--- src/rtl/icache_pkg.sv ---
// Shared constants, state encoding and address-field helpers for the
// I-cache refill controller.
package icache_pkg;

    localparam int TAG_W      = 20;
    localparam int INDEX_W    = 7;
    localparam int OFFSET_W   = 5;
    localparam int LINE_WORDS = 8;
    localparam int WORD_W     = 32;
    localparam int SEL_W      = 3;
    localparam int LINE_W     = LINE_WORDS * WORD_W;

    localparam logic [7:0] ARLEN_LINE   = 8'd7;
    localparam logic [2:0] ARSIZE_WORD  = 3'd2;
    localparam logic [1:0] ARBURST_INCR = 2'b01;

    typedef enum logic [2:0] {
        IDLE   = 3'd0,
        LOOKUP = 3'd1,
        MISS   = 3'd2,
        REFILL = 3'd3,
        RESP   = 3'd4
    } state_t;

    function automatic logic [SEL_W-1:0] word_off(input logic [31:0] a);
        return a[OFFSET_W-1:2];
    endfunction

    function automatic logic [INDEX_W-1:0] set_index(input logic [31:0] a);
        return a[OFFSET_W+INDEX_W-1:OFFSET_W];
    endfunction

    function automatic logic [TAG_W-1:0] addr_tag(input logic [31:0] a);
        return a[31:32-TAG_W];
    endfunction

endpackage

--- src/rtl/icache_refill_ctrl_if.sv ---
// Bundle of CPU, tag RAM, data RAM and AXI read signals around the refill
// controller. master = controller side, slave = everything around it.
// Handshakes: a transfer happens on a clock edge where valid (or req) and
// ready (or addr_ok) are both high; the valid side holds its payload stable
// until that edge and never waits on ready before asserting valid.
interface icache_refill_ctrl_if;

    logic                                   cpu_req;
    logic [31:0]                            cpu_addr;
    logic                                   cpu_addr_ok;
    logic                                   cpu_data_ok;
    logic [31:0]                            cpu_rdata;

    logic                                   tag_en;
    logic [3:0]                             tag_wen;
    logic [icache_pkg::TAG_W:0]             tag_wdata;
    logic [31:0]                            tag_addr;
    logic                                   tag_hit;
    logic                                   tag_valid;

    logic                                   data_en;
    logic [icache_pkg::LINE_WORDS-1:0]      data_wen;
    logic [icache_pkg::INDEX_W-1:0]         data_index;
    logic [31:0]                            data_wdata;
    logic [icache_pkg::LINE_W-1:0]          data_rdata;

    logic                                   arvalid;
    logic                                   arready;
    logic [31:0]                            araddr;
    logic [7:0]                             arlen;
    logic [2:0]                             arsize;
    logic [1:0]                             arburst;
    logic                                   rvalid;
    logic                                   rready;
    logic [31:0]                            rdata;
    logic                                   rlast;

    modport master (
        input  cpu_req, cpu_addr, tag_hit, tag_valid, data_rdata,
               arready, rvalid, rdata, rlast,
        output cpu_addr_ok, cpu_data_ok, cpu_rdata,
               tag_en, tag_wen, tag_wdata, tag_addr,
               data_en, data_wen, data_index, data_wdata,
               arvalid, araddr, arlen, arsize, arburst, rready
    );

    modport slave (
        output cpu_req, cpu_addr, tag_hit, tag_valid, data_rdata,
               arready, rvalid, rdata, rlast,
        input  cpu_addr_ok, cpu_data_ok, cpu_rdata,
               tag_en, tag_wen, tag_wdata, tag_addr,
               data_en, data_wen, data_index, data_wdata,
               arvalid, araddr, arlen, arsize, arburst, rready
    );

endinterface

--- src/rtl/icache_word_sel.sv ---
// Picks one 32-bit word out of the eight data-bank outputs.
module icache_word_sel
    import icache_pkg::*;
(
    input  logic [LINE_W-1:0] line,
    input  logic [SEL_W-1:0]  sel,
    output logic [WORD_W-1:0] word
);

    // Bank k sits at bits [32k+31:32k]
    always_comb begin
        word = line[sel*WORD_W +: WORD_W];
    end

endmodule

--- src/rtl/icache_refill_ctrl.sv ---
// Single-request I-cache control: lookup, AXI line refill on miss, tag
// write at end of line, then word return to the CPU.
module icache_refill_ctrl
    import icache_pkg::*;
(
    input  logic                 clk,
    input  logic                 rst,
    icache_refill_ctrl_if.master bus,
    output state_t               dbg_state
);

    state_t             state_q, state_d;
    logic [31:0]        req_addr_q;
    logic [SEL_W-1:0]   cnt_q;
    logic [WORD_W-1:0]  word_q;
    logic [WORD_W-1:0]  hit_word;

    assign dbg_state = state_q;

    icache_word_sel u_word_sel (
        .line (bus.data_rdata),
        .sel  (word_off(req_addr_q)),
        .word (hit_word)
    );

    // State, request address, beat counter and critical-word buffer
    always_ff @(posedge clk) begin
        if (rst) begin
            state_q    <= IDLE;
            req_addr_q <= '0;
            cnt_q      <= '0;
            word_q     <= '0;
        end else begin
            state_q <= state_d;
            if (state_q == IDLE && bus.cpu_req) begin
                req_addr_q <= bus.cpu_addr;
            end
            if (state_q == MISS && bus.arready) begin
                cnt_q <= '0;
            end
            if (state_q == REFILL && bus.rvalid) begin
                cnt_q <= cnt_q + 3'd1;
                if (cnt_q == word_off(req_addr_q)) begin
                    word_q <= bus.rdata;
                end
            end
        end
    end

    // Next state and all outputs; everything idles low while in reset
    always_comb begin
        state_d         = state_q;
        bus.cpu_addr_ok = 1'b0;
        bus.cpu_data_ok = 1'b0;
        bus.cpu_rdata   = '0;
        bus.tag_en      = 1'b0;
        bus.tag_wen     = 4'h0;
        bus.tag_wdata   = '0;
        bus.tag_addr    = '0;
        bus.data_en     = 1'b0;
        bus.data_wen    = '0;
        bus.data_index  = '0;
        bus.data_wdata  = '0;
        bus.arvalid     = 1'b0;
        bus.araddr      = '0;
        bus.arlen       = ARLEN_LINE;
        bus.arsize      = ARSIZE_WORD;
        bus.arburst     = ARBURST_INCR;
        bus.rready      = 1'b0;
        if (!rst) begin
            case (state_q)
                IDLE: begin
                    bus.cpu_addr_ok = bus.cpu_req;
                    if (bus.cpu_req) begin
                        bus.tag_en     = 1'b1;
                        bus.data_en    = 1'b1;
                        bus.tag_addr   = bus.cpu_addr;
                        bus.data_index = set_index(bus.cpu_addr);
                        state_d        = LOOKUP;
                    end
                end
                LOOKUP: begin
                    bus.tag_addr   = req_addr_q;
                    bus.data_index = set_index(req_addr_q);
                    // A matching tag with valid=0 is still a miss
                    if (bus.tag_hit && bus.tag_valid) begin
                        bus.cpu_data_ok = 1'b1;
                        bus.cpu_rdata   = hit_word;
                        state_d         = IDLE;
                    end else begin
                        state_d = MISS;
                    end
                end
                MISS: begin
                    bus.arvalid = 1'b1;
                    bus.araddr  = {req_addr_q[31:OFFSET_W], {OFFSET_W{1'b0}}};
                    if (bus.arready) begin
                        state_d = REFILL;
                    end
                end
                REFILL: begin
                    bus.rready = 1'b1;
                    if (bus.rvalid) begin
                        bus.data_en    = 1'b1;
                        bus.data_wen   = LINE_WORDS'(1) << cnt_q;
                        bus.data_index = set_index(req_addr_q);
                        bus.data_wdata = bus.rdata;
                        // rlast ends the refill even if the line is short
                        if (bus.rlast) begin
                            bus.tag_en    = 1'b1;
                            bus.tag_wen   = 4'hF;
                            bus.tag_wdata = {1'b1, addr_tag(req_addr_q)};
                            bus.tag_addr  = req_addr_q;
                            state_d       = RESP;
                        end
                    end
                end
                RESP: begin
                    bus.cpu_data_ok = 1'b1;
                    bus.cpu_rdata   = word_q;
                    state_d         = IDLE;
                end
                default: state_d = IDLE;
            endcase
        end
    end

endmodule

--- src/flat_wrapper.sv ---
// flat-port wrapper written by rule: the top's interface ports become plain ports
module icache_refill_ctrl_flat import icache_pkg::*;
  (clk, rst, dbg_state, bus_cpu_req, bus_cpu_addr, bus_tag_hit, bus_tag_valid, bus_data_rdata, bus_arready, bus_rvalid, bus_rdata, bus_rlast, bus_cpu_addr_ok, bus_cpu_data_ok, bus_cpu_rdata, bus_tag_en, bus_tag_wen, bus_tag_wdata, bus_tag_addr, bus_data_en, bus_data_wen, bus_data_index, bus_data_wdata, bus_arvalid, bus_araddr, bus_arlen, bus_arsize, bus_arburst, bus_rready);
  icache_refill_ctrl_if bus_i ();
  input  logic clk;
  input  logic rst;
  output state_t dbg_state;
  input wire logic [$bits(bus_i.cpu_req)-1:0] bus_cpu_req;
  input wire logic [$bits(bus_i.cpu_addr)-1:0] bus_cpu_addr;
  input wire logic [$bits(bus_i.tag_hit)-1:0] bus_tag_hit;
  input wire logic [$bits(bus_i.tag_valid)-1:0] bus_tag_valid;
  input wire logic [$bits(bus_i.data_rdata)-1:0] bus_data_rdata;
  input wire logic [$bits(bus_i.arready)-1:0] bus_arready;
  input wire logic [$bits(bus_i.rvalid)-1:0] bus_rvalid;
  input wire logic [$bits(bus_i.rdata)-1:0] bus_rdata;
  input wire logic [$bits(bus_i.rlast)-1:0] bus_rlast;
  output wire logic [$bits(bus_i.cpu_addr_ok)-1:0] bus_cpu_addr_ok;
  output wire logic [$bits(bus_i.cpu_data_ok)-1:0] bus_cpu_data_ok;
  output wire logic [$bits(bus_i.cpu_rdata)-1:0] bus_cpu_rdata;
  output wire logic [$bits(bus_i.tag_en)-1:0] bus_tag_en;
  output wire logic [$bits(bus_i.tag_wen)-1:0] bus_tag_wen;
  output wire logic [$bits(bus_i.tag_wdata)-1:0] bus_tag_wdata;
  output wire logic [$bits(bus_i.tag_addr)-1:0] bus_tag_addr;
  output wire logic [$bits(bus_i.data_en)-1:0] bus_data_en;
  output wire logic [$bits(bus_i.data_wen)-1:0] bus_data_wen;
  output wire logic [$bits(bus_i.data_index)-1:0] bus_data_index;
  output wire logic [$bits(bus_i.data_wdata)-1:0] bus_data_wdata;
  output wire logic [$bits(bus_i.arvalid)-1:0] bus_arvalid;
  output wire logic [$bits(bus_i.araddr)-1:0] bus_araddr;
  output wire logic [$bits(bus_i.arlen)-1:0] bus_arlen;
  output wire logic [$bits(bus_i.arsize)-1:0] bus_arsize;
  output wire logic [$bits(bus_i.arburst)-1:0] bus_arburst;
  output wire logic [$bits(bus_i.rready)-1:0] bus_rready;
  assign bus_i.cpu_req = bus_cpu_req;
  assign bus_i.cpu_addr = bus_cpu_addr;
  assign bus_i.tag_hit = bus_tag_hit;
  assign bus_i.tag_valid = bus_tag_valid;
  assign bus_i.data_rdata = bus_data_rdata;
  assign bus_i.arready = bus_arready;
  assign bus_i.rvalid = bus_rvalid;
  assign bus_i.rdata = bus_rdata;
  assign bus_i.rlast = bus_rlast;
  assign bus_cpu_addr_ok = bus_i.cpu_addr_ok;
  assign bus_cpu_data_ok = bus_i.cpu_data_ok;
  assign bus_cpu_rdata = bus_i.cpu_rdata;
  assign bus_tag_en = bus_i.tag_en;
  assign bus_tag_wen = bus_i.tag_wen;
  assign bus_tag_wdata = bus_i.tag_wdata;
  assign bus_tag_addr = bus_i.tag_addr;
  assign bus_data_en = bus_i.data_en;
  assign bus_data_wen = bus_i.data_wen;
  assign bus_data_index = bus_i.data_index;
  assign bus_data_wdata = bus_i.data_wdata;
  assign bus_arvalid = bus_i.arvalid;
  assign bus_araddr = bus_i.araddr;
  assign bus_arlen = bus_i.arlen;
  assign bus_arsize = bus_i.arsize;
  assign bus_arburst = bus_i.arburst;
  assign bus_rready = bus_i.rready;
  icache_refill_ctrl u_core (.clk(clk), .rst(rst), .bus(bus_i), .dbg_state(dbg_state));
endmodule
--- config.mk ---
export PLATFORM = sky130hd
export DESIGN_NAME = icache_refill_ctrl_flat
export DESIGN_NICKNAME = d
export VERILOG_FILES = /design/src/rtl/icache_pkg.sv /design/src/rtl/icache_refill_ctrl_if.sv /design/src/rtl/icache_word_sel.sv /design/src/rtl/icache_refill_ctrl.sv /design/src/flat_wrapper.sv
export SDC_FILE = /design/constraint.sdc
export NUM_CORES = 1
export LEC_CHECK = 0
export ABC_CLOCK_PERIOD_IN_PS = 2400
export BUFFER_PORTS_ARGS = -buffer_cell sky130_fd_sc_hd__buf_2
export CORE_AREA = 2 2 203 205
export DETAILED_ROUTE_END_ITERATION = 16
export DIE_AREA = 0 0 205 207
export HOLD_SLACK_MARGIN = 0.03
export SYNTH_ARGS = -nofsm -noshare
export SYNTH_HDL_FRONTEND = slang
export SYNTH_HIERARCHICAL = 1
export SYNTH_SLANG_ARGS = --single-unit
--- constraint.sdc ---
create_clock -name clk -period 2.4 [get_ports clk]
set_input_delay 0 -clock clk [delete_from_list [all_inputs] [get_ports clk]]
set_output_delay 0 -clock clk [all_outputs]
set_load 0.02 [all_outputs]
==> reports/metrics.cfg, run 1 <==
[status]
status=complete, but fails checks
violations=setup timing

[yosys]
netlist.area_leader.share_pct=20.4
synth_area_um2=6870
synth_seq_cells=70
synth_common_cells=a21oi_1 (76), dfxtp_1 (70), nand2b_1 (67)
netlist_top_cells_area=dfxtp_1 (20%), mux4_1 (15%), mux4_2 (7.9%)
synth.distinct_cells=41
yosysSeqAreaShare_pct=20.4
synthFlopType=dfxtp_1
synth_most_common_cell=a21oi_1
synth_top_area_cell=dfxtp_1
postSynth.asyncResetShare_pct=0
synth.avg_cell_area_um2=9.20
synth_edf_count=0
synth_warnings=6
syn_inst=747

[cts]
cts_tree=yes
insertion_delay_ps=360
ctsHtreeMaxLevel=3
numCtsBuffers=9
cts.sinks=70
path_clk_slew_ps=70
cts_root_buf=clkbuf_16
clockBufferDepth=2

[global_route]
grt_util_met3_pct=3.87
grtUsageTotal_pct=17.0
overflow=0
busiest_layer=met2
antenna_found_initial=4
met2_usage_pct=30.6
grt_pass1_vias=8188
grt_pass1_wl_um=53700
grt_max_degree=70
met1_usage_pct=20.5

[timing]
worst_pin_slew_ps=695
holdWs_ps=87.7
setup_viol=2
rsz0062_at_grt=true
hold_viol_final=0
fin_setup_tns_ps=-6.30
fmax_ghz=0.416
finClkSkew_ps=13.7
finalCritPeriodShare_pct=100
final-max-slew-violation-count=0
postLayoutSetupSlackWorst_ps=-5.72
slew-limit-headroom_pct=53.7
period_needed_ps=2410

[pwr]
power.density_nw_per_um2=393
total_power_uw=4350
leakage_uw=0.00513
max-vdd-ir-drop_mv=0.320

[placement]
portBuffers=499
placed_cell_area_um2=9880
place_hpwl_um=29200
placedCellCount=1721
gp_congestion=0.910

[floorplan]
start_util_pct=17.0
row_count=74
die_h_um=207
die-area_um2=42400
core_area_um2=40400
io_pins=518
die_w_um=205

[drt]
num_vias=8208
drt-vias-per-instance=4.52
dr.first_iter.drc_count=501
drtPass1Iterations=5
routed_wl_um=38000
drc=0
wl_per_cell_um=21.0
ant_nets=0

[worst_setup_path]
crit_path_max_fanout=7
slowest_delay_ps=560
setup.worst_path.start=u_core/req_addr_q[2]
crit_type=reg2out
crit_arrival_ps=2410
endpoint_kind=output pin
cp.required_ps=2400
r2r-start=u_core/dbg_state[1]
cp_slowest_cell=mux4_2
cp-start-kind=flop
path_cells=buf_4 > buf_16 > mux4_2 > mux2_2 > a32oi_1 > nor2_1 > buf_2

[final_layout]
fin_area_um2=11100
nets=1611
drive_gt1_share_pct=49.7
syn2layout_area_growth_pct=60.9
stdcell_count=1815

[worst_hold_path]
min-delay-path-class=in2reg
min_from=rst

[job]
cap_violations=0

power by group:
part | internal (µW) | switching (µW)
Sequential | 1220 | 69.8
Combinational | 834 | 888
Clock | 703 | 633
Total | 2760 | 1590
kinds of logic (layout without fill, tap and decap cells):
| logic type | Yosys count | count (layout) | synth area share, % |
|---|---|---|---|
| flip-flops | 70 | 70 | 20.4 |
| multiplexers | 129 | 129 | 33.2 |
| AND/OR/NAND/NOR | 314 | 314 | 25.5 |
| other | 2 | 19 | 0.109 |
| adder cells (fa/ha/maj) | 6 | 6 | 1.09 |
| XOR/XNOR | 3 | 3 | 0.383 |
| AO/OA/AOI/OAI | 116 | 116 | 10.4 |
| buffers and inverters | 107 | 626 | 8.87 |
worst paths after layout:
check	to	slack, ps	cells after the start
worst max-delay path	bus_cpu_rdata[1]	-6	7
worst min register to register	u_core/req_addr_q[0]	460	2
worst min-delay path	u_core/cnt_q[1]	90	2
worst max register to register	u_core/word_q[14]	570	4
registers in the layout, summed over array words and instances, names as in the netlist:
| name | count |
|---|---|
| u_core/cnt_q | 3 |
| u_core/req_addr_q | 32 |
| u_core/word_q | 32 |
| u_core/dbg_state | 3 |
what timing repair did:
item	4_1_cts	5_1_grt
setup endpoints to repair	19	32
endpoints found under the hold margin	67	0
cloned	1	2
gates resized for setup	5	14
buffers inserted	2	4
hold buffers	68	0
layer usage:
metal	wire [µm]	vias up
li1	-	3786
met1	15600	4020
met2	19300	369
met3	2510	33
met4	639	0
met5	0	-
metrics by stage:
step           util, %  worst slack, ps
3_3_place_gp      24.5              341
2_1_floorplan        -              607
5_1_grt           27.4            -97.1
4_1_cts           27.0            -29.9
6_report          27.4            -5.72
3_5_place_dp      24.5              299
layout by cell type, fill, tap and decap left out, types with 2 or more instances in the layout:
cell	Yosys	final
dfxtp_1	70	66
nor4b_1	2	2
nor2b_1	3	2
a32oi_1	32	24
inv_1	3	3
and3_1	40	40
nor4_4	2	2
a21oi_1	76	76
dfxtp_2	0	3
nand2_1	66	66
o21ai_0	2	2
mux2i_1	33	33
buf_2	13	497
a32oi_4	0	2
mux2_2	32	32
nand3_1	39	39
and4b_1	2	2
and2_1	48	48
xor2_1	3	3
ha_1	6	6
nor2_1	37	37
mux4_1	40	37
o21ai_4	0	2
mux4_2	24	27
buf_16	0	2
a32oi_2	0	6
nand2b_1	67	67
dlygate4sd3_1	0	68
clkbuf_16	0	11
buf_12	0	8
clkinv_4	0	2
clkinv_2	0	3
buf_4	25	28
conb_1	2	18
critical path, delay by kind of cell (launching register included):
kind,cells,cell delay (ps)
AOI/OAI and AO/OA,1,210
buffers and inverters,3,520
muxes,2,860
DFF,1,370
and+or+nand+nor,1,70
cell type report:
type                            count  area [µm²]
Timing Repair Buffer              606        3650
Antenna cell                        1        2.50
Sequential cell                    70        1410
Tap cell                          532         666
Clock inverter                      7        47.5
Clock buffer                        9         225
Inverter                            4        15.0
Multi-Input combinational cell    586        5030
Fill cell                        4372       29300
No activity file was read; power rests on OpenSTA's default activity.
==> run 2, diff against run 1 <==
ABC_AREA = 1   (was not set)
==> run 2 against run 1 <==
The run now ends clean. Synthesized cell count is 120% higher. Wire length is 0.49% higher. Final area is 8.3% higher. Worst hold slack worse by 48 ps. Clock skew is 1.4 ps lower. Register-to-register slack worse by 100 ps. Clock power is 6% higher. Clock-buffer cell count stayed put. Via count is 36% higher. Combinational power is 29% higher. Utilization is 2.3 points higher.
==> reports/metrics.cfg, run 2 <==
[timing]
final-max-slew-violation-count=0
period_needed_ps=2190
slew-limit-headroom_pct=64.3
postLayoutSetupSlackWorst_ps=211
worst_pin_slew_ps=536
finClkSkew_ps=12.3
setup_viol=0
finalCritPeriodShare_pct=91.2
rsz0062_at_grt=false
fin_setup_tns_ps=0
fmax_ghz=0.457
hold_viol_final=0

[cts]
cts.sinks=70
path_clk_slew_ps=70
clockBufferDepth=2
cts_root_buf=clkbuf_16
insertion_delay_ps=350
numCtsBuffers=9
cts_tree=yes
cts_setup_buffers=0
ctsHtreeMaxLevel=3

[yosys]
netlist_top_cells_area=nand2_1 (27%), inv_1 (18%), dfxtp_1 (17%)
yosys.area_share.simple_pct=47.6
postSynth.asyncResetShare_pct=0
synth_top_area_cell=nand2_1
synthMuxAreaShare_pct=0
yosysSeqAreaShare_pct=16.9
synth_top_family_by_area=simple AND/OR/NAND/NOR gates
synth_area_um2=8270
synthFlopType=dfxtp_1
netlist.area_leader.share_pct=26.6
synth_edf_count=0
synth_seq_cells=70
syn_inst=1668
synth.distinct_cells=22
synth_compound_area_share_pct=7.66
synth_most_common_cell=nand2_1
synth_warnings=6
yosys.area_share.adder_pct=0.908
synth_common_cells=nand2_1 (585), inv_1 (392), nand3_1 (167)
synth_xor_area_share_pct=0
synth.avg_cell_area_um2=4.96

[placement]
place_hpwl_um=29300
portBuffers=499
gp_congestion=0.867
placedCellCount=2620
pre_cts_ws_ps=485

[status]
status=finished, final reports clean

[final_layout]
largestRegisters=u_core/req_addr_q: 32 flops, u_core/word_q: 32 flops
layout_common_cells=nand2_1 (584), buf_2 (498), inv_1 (391), nand3_1 (165), nor2_1 (122)
syn2layout_area_growth_pct=44.8
nFillCells=4673
nets=2485
stdcell_count=2689
layout_commonest_cell=nand2_1
drive_gt1_share_pct=26.4

[worst_setup_path]
cp.required_ps=2400
crit_arrival_ps=2190
cpMostUsedCell=nor2_4
cp_top_family=simple AND/OR/NAND/NOR gates
cp_slowest_cell=nor2_4
cp-start-kind=flop
setup.worst_path.start=u_core/dbg_state[0]
crit_type=reg2out
endpoint_kind=output pin
r2r-start=u_core/dbg_state[1]
slowest_delay_ps=440
critPathBufInv=3
path_cells=inv_1 > nor2_4 > nand2_1 > nor2_4 > buf_4 > a22oi_1 > nor2_1 > buf_2
crit_path_max_fanout=12

[floorplan]
die_h_um=207
core_area_um2=40400
start_util_pct=20.5
die_w_um=205
die-area_um2=42400
io_pins=518
row_count=74

[pwr]
max-vdd-ir-drop_mv=0.278
power.density_nw_per_um2=415
leakage_uw=0.00739

[worst_hold_path]
min_from=bus_rdata[28]
min-delay-path-class=in2reg

[drt]
ant_nets=0
drc=0
drtPass1Iterations=5
drt-vias-per-instance=4.17
num_vias=11201
wl_per_cell_um=14.2
dr.first_iter.drc_count=727
routed_wl_um=38200

[global_route]
antenna_found_initial=5
grt_max_degree=84
grt_pass1_wl_um=57400
grtUsageTotal_pct=17.2
grt_pass1_vias=10402
overflow=0

[job]
cap_violations=0

## run 2: cell count changes in the layout (fill, tap and decap cells not counted), moves of 39 or more
cell / delta
nor2_1: +85
nand3_1: +126
nand2_1: +518
inv_1: +388
and3_1: -39
and2_1: -48
nand2b_1: -67
## run 2: path summary, 6_finish.rpt
path	slack, ps	cells past startpoint	end
min reg2reg	470	2	u_core/req_addr_q[0]
max reg2reg	470	8	u_core/word_q[15]
min	40	5	u_core/word_q[28]
max	210	8	bus_cpu_rdata[14]
## run 2: timing repair
| action | 4_1_cts | 5_1_grt |
|---|---|---|
| endpoints found under the setup margin | 0 | 43 |
| gates resized for setup | 0 | 6 |
| endpoints found under the hold margin | 54 | 0 |
| hold buffers | 52 | 0 |
## run 2: cell families (layout without fill, tap and decap cells)
family / Yosys count / count (layout)
AND/OR/NAND/NOR: 952 / 952
buffers and inverters: 528 / 1000
AO/OA/AOI/OAI: 110 / 110
flip-flops: 70 / 70
adder cells (fa/ha/maj): 6 / 6
other: 2 / 19
## run 2: layout make-up
| class | instances | area [µm²] | area share (%) |
|---|---|---|---|
| multi-input combinational | 1086 | 4750 | 39.6 |
| timing repair buffer | 585 | 3340 | 27.9 |
| inverter | 399 | 1500 | 12.6 |
| sequential | 70 | 1410 | 11.8 |
| tap | 532 | 666 | 5.56 |
| clock buffer | 9 | 225 | 1.88 |
| clock inverter | 7 | 81.3 | 0.679 |
| antenna | 1 | 2.50 | 0.0209 |
## run 2: through the flow
stage          utilization (%)  instance area (µm²)  hold slack, ps  power [µW]
6_report                  29.7                12000            39.9        4970
5_1_grt                   29.7                12000            77.5        5340
4_1_cts                   29.6                12000            33.5        5030
3_5_place_dp              27.6                11100             281        3510
3_3_place_gp              27.6                11100             281        3520
2_1_floorplan                -                 8330             150        2730
## run 2: where the power goes
group / total (µW) / internal, µW / leakage, µW / switching, µW
Combinational: 2220 / 786 / 0.00667 / 1430
Sequential: 1330 / 1250 / 0.000571 / 85.1
Clock: 1420 / 821 / 0.000148 / 599
## run 2: worst register-to-register path, cell delays in order (launching register included)
cell	delay, ps
dfxtp_1	470
nand3_1	180
nor2_4	300
buf_4	310
nand3_2	100
buf_4	240
nand2_1	130
inv_1	40
nor2_1	90
## run 2: layer usage
layer	wire length [µm]	part of all wire, %	vias to the layer above	GRT usage (%)
met2	18300	48	393	30.3
li1	-	-	5863	-
met5	50	0.13	-	0
met4	692	1.8	8	3.80
met1	16700	44	4897	21.7
met3	2530	6.6	40	2.94
==> run 3, diff against run 2 <==
PLACE_DENSITY = 0.42   (was not set)
==> run 3 against run 2 <==
Die area is the same. Utilization shrank 0.11 points. Non-clock buffer count decreased by 9. Worst hold slack got worse by 2.1 ps. Largest cell class unchanged. Critical path type unchanged. Clock power up 8%. Worst setup slack worse by 35 ps. Maximum frequency is 1.6% lower. Power rose by 3.3%.
==> reports/metrics.cfg, run 3 (same netlist as run 2, synthesis figures left out) <==
[final_layout]
layout_common_cells=nand2_1 (585), buf_2 (498), inv_1 (392), nand3_1 (167), nor2_1 (122)
nFillCells=4823
fin_area_um2=11900
syn2layout_area_growth_pct=44.3
nets=2476
layout_commonest_cell=nand2_1
drive_gt1_share_pct=26.0
largestRegisters=u_core/req_addr_q: 32 flops, u_core/word_q: 32 flops

[cts]
ctsHtreeMaxLevel=3
cts.sinks=70
numCtsBuffers=9
cts_tree=yes
insertion_delay_ps=340
cts_root_buf=clkbuf_16
cts_setup_buffers=0
clockBufferDepth=2
path_clk_slew_ps=60

[worst_setup_path]
cp.required_ps=2400
slowest_delay_ps=420
cp_top_family=simple AND/OR/NAND/NOR gates
cpMostUsedCell=nand2_1
cp-start-kind=flop
critPathBufInv=2
cp_slowest_cell=dfxtp_4
endpoint_kind=output pin
crit_path_max_fanout=128
rr_worst_depth=7
path_cells=buf_16 > nand2_1 > nand3_1 > nand2_1 > nand2_1 > nand2_1 > a22oi_1 > nor2_1 > buf_2
crit_arrival_ps=2220
cp.depth=9
crit_type=reg2out

[timing]
hold_viol_final=0
period_needed_ps=2220
rsz0062_at_grt=false
final-max-slew-violation-count=0
finClkSkew_ps=6.72
fmax_ghz=0.450
finalCritPeriodShare_pct=92.7
fin_setup_tns_ps=0
setup_viol=0
worst_pin_slew_ps=597
slew-limit-headroom_pct=60.2

[global_route]
antenna_found_initial=1
grt_pass1_wl_um=61600
overflow=0
grt_pass1_vias=11072
grtUsageTotal_pct=18.4
grt_max_degree=129

[drt]
ant_nets=0
routed_wl_um=40700
wl_met3_um=2760
met1_length_um=18400
num_vias=11237
top_layer=met4
dr_wl_met2_um=19300
drc=0
dr.first_iter.drc_count=628
drtPass1Iterations=5
wl_per_cell_um=15.2
drt-vias-per-instance=4.19

[status]
status=finished, final reports clean

[placement]
gp_congestion=0.860
portBuffers=499
placed_cell_area_um2=11100
place_hpwl_um=31300

[floorplan]
die_w_um=205
core_area_um2=40400
die_h_um=207
io_pins=518
die-area_um2=42400
start_util_pct=20.5
row_count=74

[pwr]
max-vdd-ir-drop_mv=0.259
power.density_nw_per_um2=430
leakage_uw=0.00737

[worst_hold_path]
min-delay-path-class=in2reg
hold_path_depth=5

[job]
cap_violations=0

run 3: layout make-up:
cell class	instances	area [µm²]	share of cell area [%]
clock inverter	6	91.3	0.765
antenna	1	2.50	0.0210
clock buffer	10	250	2.10
multi-input combinational	1086	4730	39.6
inverter	399	1500	12.6
timing repair buffer	576	3290	27.5
tap	532	666	5.58
sequential	70	1410	11.8
run 3: path summary, 6_finish.rpt:
| kind | slack (ps) | from | end |
|---|---|---|---|
| max | 180 | u_core/req_addr_q[2] | bus_cpu_rdata[3] |
| min | 40 | bus_rdata[26] | u_core/word_q[26] |
| max reg2reg | 580 | u_core/dbg_state[2] | u_core/cnt_q[2] |
| min reg2reg | 470 | u_core/req_addr_q[1] | u_core/req_addr_q[1] |
run 3: worst reg2reg max path, stage by stage, from the launching register on:
cell	delay (ps)
dfxtp_1	400
inv_1	100
nand3_1	160
nor2_4	70
inv_2	330
buf_4	380
nand2_1	150
o21ai_0	160
run 3: repair_timing:
action | in CTS | in global routing
endpoints found under the setup margin | 0 | 3
endpoints found under the hold margin | 50 | 0
resized for setup | 0 | 1
hold buffers | 50 | 0
run 3: where the power goes:
part | internal [µW] | total, µW | switching (µW) | leakage (µW)
registers | 1250 | 1330 | 83.5 | 0.000571
logic | 777 | 2260 | 1480 | 0.00663
clock network | 979 | 1540 | 565 | 0.000168
total | 3000 | 5130 | 2130 | 0.00737
run 3: metal layers:
metal | vias up | GRT usage [%]
met4 | 0 | 2.95
met5 | - | 0
met1 | 4969 | 23.8
li1 | 5847 | -
met3 | 17 | 2.86
met2 | 404 | 32.5
run 3: stage by stage:
stage	std cells	util, %	total power, µW	hold slack [ps]	worst slack, ps
2_1_floorplan	1684	-	2730	150	461
3_3_place_gp	2613	27.4	3570	264	546
3_5_place_dp	2613	27.4	3560	266	539
4_1_cts	2679	29.5	5220	30.7	155
5_1_grt	2680	29.6	5510	53.9	6.78
6_report	2680	29.6	5130	37.8	176
